==> config.mk <==
export PLATFORM = sky130hd
export DESIGN_NAME = ultrasonic_ranger
export DESIGN_NICKNAME = d
export VERILOG_FILES = /design/src/rtl/ultrasonic_ranger.sv
export SDC_FILE = /design/constraint.sdc
export NUM_CORES = 1
export LEC_CHECK = 0
export ABC_AREA = 1
export BUFFER_PORTS_ARGS = -buffer_cell sky130_fd_sc_hd__buf_2
export CORE_UTILIZATION = 59
export CTS_CLUSTER_DIAMETER = 200
export DETAILED_ROUTE_END_ITERATION = 7
export PLACE_DENSITY = 0.88
export SKIP_LAST_GASP = 1
export SLEW_MARGIN = 20
export SYNTH_ARGS = -nofsm -noshare
export SYNTH_HDL_FRONTEND = slang
export SYNTH_SLANG_ARGS = --single-unit
==> constraint.sdc <==
create_clock -name clk -period 3.1 [get_ports clk]
set_input_delay 0.93 -clock clk [delete_from_list [all_inputs] [get_ports clk]]
set_output_delay 0.93 -clock clk [all_outputs]
set_load 0.01 [all_outputs]
==> src/rtl/ultrasonic_ranger.sv <==
// -----------------------------------------------------------------------------
// ultrasonic_ranger
//
// Front-end for the obstacle detector. Fires two ultrasonic range sensors
// (left, right) in strict alternation. Each echo pulse is timed in clock
// cycles and compared against a near threshold. Each channel has a
// two-sample agreement filter whose output is the obstacle flag consumed
// downstream. Every completed measurement is also exported as a raw sample
// strobe for debug.
//
// Parameters
//   W             width of the echo counter and of sample_width
//   TRIG_CYCLES   trigger pulse length, cycles
//   GAP_CYCLES    quiet time before each trigger, cycles
//   WAIT_TIMEOUT  longest wait for an echo rising edge, cycles
//   MAX_ECHO      saturation value of the echo width (must be < 2^W)
//   NEAR_CYCLES   a width strictly below this counts as "near"
//
// Ports
//   clk            single clock, rising edge
//   reset          synchronous, active-high
//   echo_left      asynchronous echo input, left sensor
//   echo_right     asynchronous echo input, right sensor
//   trig_left      trigger output, left sensor
//   trig_right     trigger output, right sensor
//   sensor_left    filtered obstacle flag, left
//   sensor_right   filtered obstacle flag, right
//   sample_valid   one-cycle strobe for a completed measurement
//   sample_ch      channel of the last sample (0 = left, 1 = right)
//   sample_width   measured echo width in cycles, saturated at MAX_ECHO
//   sample_timeout last sample ended because no echo edge arrived
// -----------------------------------------------------------------------------
module ultrasonic_ranger #(
   parameter int W            = 16,
   parameter int TRIG_CYCLES  = 100,
   parameter int GAP_CYCLES   = 5000,
   parameter int WAIT_TIMEOUT = 2000,
   parameter int MAX_ECHO     = 60000,
   parameter int NEAR_CYCLES  = 3000
) (
   input  logic         clk,
   input  logic         reset,
   input  logic         echo_left,
   input  logic         echo_right,
   output logic         trig_left,
   output logic         trig_right,
   output logic         sensor_left,
   output logic         sensor_right,
   output logic         sample_valid,
   output logic         sample_ch,
   output logic [W-1:0] sample_width,
   output logic         sample_timeout
);

   // One shared counter times the gap, the trigger, the echo wait and the
   // echo width, so it must be wide enough for the largest of them.
   function automatic int max_of(input int a, input int b);
      return (a > b) ? a : b;
   endfunction

   localparam int CNT_TOP = max_of(max_of(GAP_CYCLES, TRIG_CYCLES),
                                   max_of(WAIT_TIMEOUT, MAX_ECHO));
   localparam int CW      = $clog2(CNT_TOP + 1);

   localparam logic [CW-1:0] GAP_LAST  = CW'(GAP_CYCLES - 1);
   localparam logic [CW-1:0] TRIG_LAST = CW'(TRIG_CYCLES - 1);
   localparam logic [CW-1:0] WAIT_LAST = CW'(WAIT_TIMEOUT - 1);
   localparam logic [CW-1:0] CNT_SAT   = CW'(MAX_ECHO);
   localparam logic [CW-1:0] CNT_ONE   = CW'(1);
   localparam logic [W-1:0]  MAX_W     = W'(MAX_ECHO);

   typedef enum logic [1:0] {
      S_GAP,
      S_TRIG,
      S_WAIT,
      S_MEAS
   } state_t;

   // ---------------------------------------------------------------------
   // Echo conditioning: 2-flop synchronizer plus a previous-value register
   // per channel. Both edges see the same two-cycle delay, so the measured
   // width equals the pulse width.
   // ---------------------------------------------------------------------
   logic [1:0] echo_raw;
   logic [1:0] level_vec;
   logic [1:0] rise_vec;
   logic [1:0] fall_vec;

   assign echo_raw = {echo_right, echo_left};

   genvar gi;
   generate
      for (gi = 0; gi < 2; gi++) begin : g_sync
         logic meta_reg;
         logic s_reg;
         logic prev_reg;

         always_ff @(posedge clk) begin
            if (reset) begin
               meta_reg <= 1'b0;
               s_reg    <= 1'b0;
               prev_reg <= 1'b0;
            end else begin
               meta_reg <= echo_raw[gi];
               s_reg    <= meta_reg;
               prev_reg <= s_reg;
            end
         end

         assign level_vec[gi] = s_reg;
         assign rise_vec[gi]  = s_reg & ~prev_reg;
         assign fall_vec[gi]  = ~s_reg & prev_reg;
      end
   endgenerate

   // ---------------------------------------------------------------------
   // Measurement sequencer
   // ---------------------------------------------------------------------
   state_t          state_reg, state_next;
   logic [CW-1:0]   cnt_reg, cnt_next;
   logic            ch_reg, ch_next;

   logic            echo_level;
   logic            echo_rise;
   logic            echo_fall;

   logic            done;
   logic [W-1:0]    done_width;
   logic            done_timeout;
   logic            near;

   // Only the active channel is ever looked at.
   assign echo_level = level_vec[ch_reg];
   assign echo_rise  = rise_vec[ch_reg];
   assign echo_fall  = fall_vec[ch_reg];

   always_comb begin
      state_next   = state_reg;
      cnt_next     = cnt_reg;
      ch_next      = ch_reg;
      done         = 1'b0;
      done_width   = '0;
      done_timeout = 1'b0;

      case (state_reg)
         S_GAP: begin
            if (cnt_reg == GAP_LAST) begin
               state_next = S_TRIG;
               cnt_next   = '0;
            end else begin
               cnt_next = cnt_reg + CNT_ONE;
            end
         end

         S_TRIG: begin
            if (cnt_reg == TRIG_LAST) begin
               state_next = S_WAIT;
               cnt_next   = '0;
            end else begin
               cnt_next = cnt_reg + CNT_ONE;
            end
         end

         S_WAIT: begin
            // The previous-value register keeps tracking outside this
            // state, so an echo that is already high on entry is not an
            // edge.
            if (echo_rise) begin
               state_next = S_MEAS;
               cnt_next   = CNT_ONE;
            end else if (cnt_reg == WAIT_LAST) begin
               done         = 1'b1;
               done_width   = MAX_W;
               done_timeout = 1'b1;
            end else begin
               cnt_next = cnt_reg + CNT_ONE;
            end
         end

         S_MEAS: begin
            // Saturation is checked first; a pulse of exactly MAX_ECHO
            // yields the same width either way.
            if (cnt_reg == CNT_SAT) begin
               done       = 1'b1;
               done_width = MAX_W;
            end else if (echo_fall) begin
               done       = 1'b1;
               done_width = W'(cnt_reg);
            end else if (echo_level) begin
               cnt_next = cnt_reg + CNT_ONE;
            end
         end

         default: begin
            state_next = S_GAP;
            cnt_next   = '0;
         end
      endcase

      // Every completed measurement hands over to the other channel.
      if (done) begin
         state_next = S_GAP;
         cnt_next   = '0;
         ch_next    = ~ch_reg;
      end
   end

   // Triggers are registered from the next-state decode so they come
   // straight off flops and line up exactly with the TRIG state.
   logic         trig_left_reg;
   logic         trig_right_reg;
   logic         sample_valid_reg;
   logic         sample_ch_reg;
   logic [W-1:0] sample_width_reg;
   logic         sample_timeout_reg;

   always_ff @(posedge clk) begin
      if (reset) begin
         state_reg          <= S_GAP;
         cnt_reg            <= '0;
         ch_reg             <= 1'b0;
         trig_left_reg      <= 1'b0;
         trig_right_reg     <= 1'b0;
         sample_valid_reg   <= 1'b0;
         sample_ch_reg      <= 1'b0;
         sample_width_reg   <= '0;
         sample_timeout_reg <= 1'b0;
      end else begin
         state_reg        <= state_next;
         cnt_reg          <= cnt_next;
         ch_reg           <= ch_next;
         trig_left_reg    <= (state_next == S_TRIG) && !ch_next;
         trig_right_reg   <= (state_next == S_TRIG) &&  ch_next;
         sample_valid_reg <= done;
         if (done) begin
            sample_ch_reg      <= ch_reg;
            sample_width_reg   <= done_width;
            sample_timeout_reg <= done_timeout;
         end
      end
   end

   // ---------------------------------------------------------------------
   // Two-sample agreement filter, one per channel. The flag only moves when
   // two consecutive raw results for that channel agree and differ from it.
   // ---------------------------------------------------------------------
   assign near = (32'(done_width) < 32'(NEAR_CYCLES));

   logic [1:0] sensor_vec;

   generate
      for (gi = 0; gi < 2; gi++) begin : g_filter
         logic hist_reg;
         logic sensor_reg;
         logic hit;

         assign hit = done && (ch_reg == 1'(gi));

         always_ff @(posedge clk) begin
            if (reset) begin
               hist_reg   <= 1'b0;
               sensor_reg <= 1'b0;
            end else if (hit) begin
               if ((near == hist_reg) && (near != sensor_reg)) begin
                  sensor_reg <= near;
               end
               hist_reg <= near;
            end
         end

         assign sensor_vec[gi] = sensor_reg;
      end
   endgenerate

   assign trig_left      = trig_left_reg;
   assign trig_right     = trig_right_reg;
   assign sensor_left    = sensor_vec[0];
   assign sensor_right   = sensor_vec[1];
   assign sample_valid   = sample_valid_reg;
   assign sample_ch      = sample_ch_reg;
   assign sample_width   = sample_width_reg;
   assign sample_timeout = sample_timeout_reg;

endmodule
==> flow_summary.json <==
{
  "synthMuxAreaShare_pct": 0.3673,
  "synth_top_area_share_pct": 36.73,
  "internal-power_uw": 819.5,
  "synth.most_common_cell": "nand2_1",
  "grt_first_pass_wirelength_mm": 12.25,
  "power.leakage_uw": 0.001194,
  "synth_area_um2": 2725,
  "dp.final_hpwl_mm": 5.532,
  "ant_nets": 0,
  "cp_max_fo": 8,
  "drc": 0,
  "hp-class": "reg2reg",
  "clkPwrFrac_pct": 35.2,
  "numPortBuffers": 26,
  "drv_cap": 0,
  "period_minus_slack_ps": 2184,
  "synth_cell_types": 38,
  "p_switching_uw": 255.8,
  "clockRootBuffer": "clkbuf_8",
  "grt_pass1_vias": 2499,
  "synth_top_family_by_area": "simple AND/OR/NAND/NOR gates",
  "holdBufCountCts": 0,
  "ys_async_sr_fraction_pct": 0,
  "place.gp.congestion": 1.006,
  "cts-htree-levels": 2,
  "grt_max_degree": 19,
  "synthTopCellsByArea": "dfxtp_1, nand2_1, nor2_1, nand3_1, inv_1",
  "syn-instance-count": 391,
  "initial_core_util_pct": 62.16,
  "synth_largest_area_cell": "dfxtp_1",
  "area_growth_pct": 6.933,
  "outcome": "finished, final reports clean",
  "track_usage_pct": 31.98,
  "timing.setup.tns_ps": 0,
  "post_cts_buffers": 0,
  "cts.path.max_buffers": 2,
  "final_cells": 463,
  "core_area_um2": 4384,
  "dieArea_um2": 4894,
  "slew_headroom_pct": 67.51,
  "crit_path_start_kind": "flip-flop",
  "synthAdderAreaFrac_pct": 1.837,
  "layout-drive-gt1-share_pct": 16.79,
  "crit_path_end_kind": "flip-flop",
  "avgSynthCellArea_um2": 6.970,
  "clk_pin_slew_worst_paths_ps": 100,
  "drt_pass1_iterations": 5,
  "antenna_found_initial": 0,
  "nets": 418,
  "vias": 2664,
  "power_density_nw_per_um2": 369.0,
  "critPathKind": "reg2reg",
  "wirelength_mm": 7.280,
  "n_antenna_cell": 0,
  "dominantRegCellSynth": "dfxtp_1",
  "die_w_um": 69.96,
  "drv_slew": 0,
  "wl_per_cell_um": 15.72,
  "ir_drop_mv": 0.1943,
  "max_freq_ghz": 0.4578,
  "required_ps": 3320,
  "p_seq_share_pct": 61.0,
  "ys_ff_latch": 50,
  "finClkSkew_ps": 10.37,
  "rsz0062_at_grt": "no",
  "post_cts_resized": 0,
  "synth_simple_gate_area_share_pct": 36.36,
  "overflow": 0,
  "avgViaCountPerCell": 5.754,
  "ys_top_cells_by_count": "nand2_1, nor2_1, dfxtp_1, inv_1, nand3_1",
  "yosys_warnings": 0,
  "setup_violations": 0,
  "clk_latency_ps": 310,
  "synth_compound_area_share_pct": 12.30,
  "min_period_over_period_pct": 70.46,
  "dp_cells": 455,
  "row_count": 24,
  "switching_share_pct": 23.79,
  "worstMarginPinSlew_ps": 482.3,
  "dieHeight_um": 69.96,
  "cts_tree": "built",
  "io_pins": 27,
  "synth_edf_count": 0,
  "hold_viol_final": 0,
  "yosysSeqAreaShare_pct": 36.73,
  "drt-initial-drc-count": 169,
  "combinationalPowerShare_pct": 3.8,
  "cts.sink_count": 50,
  "r2r_slack_ps": 920,
  "cts_made_buffers": 5,
  "syn_nets": 399,
  "crit_arrival_ps": 2410,
  "synthXorXnorAreaFrac_pct": 1.928
}
worst paths after layout:
check | startpoint | end | cells after the start
worst max-delay path | cnt_reg[0]$_SDFFE_PP0P_ | trig_right$_SDFF_PP0_ | 11
worst min-delay path | g_sync[1].meta_reg$_SDFF_PP0_ | g_sync[1].s_reg$_SDFF_PP0_ | 2
worst max register to register | cnt_reg[0]$_SDFFE_PP0P_ | trig_right$_SDFF_PP0_ | 11
worst min register to register | g_sync[1].meta_reg$_SDFF_PP0_ | g_sync[1].s_reg$_SDFF_PP0_ | 2
layout by cell type, fill, tap and decap left out, types with 9 or more instances in the layout:
cell      n
nand3_1  29
inv_1    38
buf_2    26
dfxtp_1  50
a21oi_1  16
nor2_1   53
o21ai_0  16
nand4_1  11
nand2_1  80
a31oi_1  10
nor3_1   10
o21ai_1   9
worst max-delay path: stages (launching register included):
cell and delay [ps]:
dfxtp_1 420, ha_1 350, nand2_2 130, nor2_2 150, nand2_1 60, nor2_1 140, nand2_2 100, nand2_4 110
inv_6 70, nand2_4 70, ha_1 250, nor4_1 260
final cells by class:
| cell class | count | area (µm²) |
|---|---|---|
| Fill cell | 397 | 1470 |
| Multi-Input combinational cell | 279 | 1439 |
| Sequential cell | 50 | 1001 |
| Inverter | 48 | 188.9 |
| Timing Repair Buffer | 26 | 130.1 |
| Clock buffer | 5 | 68.82 |
| Tap cell | 52 | 65.06 |
| Clock inverter | 3 | 21.27 |
metal layers:
layer / wire (µm) / vias up / track usage [%]
li1: - / 1309 / -
met1: 3113 / 1187 / 42.97
met3: 655 / 23 / 6.926
met5: 0 / - / 0
met4: 187 / 0 / 12.44
met2: 3325 / 145 / 50.11
metrics by stage:
stage	utilization, %	instance area [µm²]	total power (µW)	hold WS [ps]	setup slack [ps]
2_1_floorplan	-	2725	700.5	388.3	1222
3_3_place_gp	64.41	2824	708.2	391.8	1043
3_5_place_dp	64.41	2824	710.2	398.4	979.0
4_1_cts	66.47	2914	1081	413.0	954.4
5_1_grt	66.47	2914	1113	445.9	690.9
6_report	66.47	2914	1075	410.6	915.7
logic make-up (layout without fill, tap and decap cells):
| family | Yosys count | in the layout |
|---|---|---|
| AO/OA/AOI/OAI | 58 | 58 |
| multiplexers | 1 | 1 |
| AND/OR/NAND/NOR | 210 | 210 |
| adder cells (fa/ha/maj) | 4 | 4 |
| XOR/XNOR | 6 | 6 |
| flip-flops | 50 | 50 |
| buffers and inverters | 62 | 82 |
power groups by stage:
stage	logic (µW)	registers, µW	clock network (µW)
after CTS	40.4	655	385
after detailed placement	40.1	670	0
final	40.8	656	379
after floorplan	34.1	666	0
after global routing	45.9	656	410
after global placement	39.0	669	0
(Power assumes the default switching activity.)
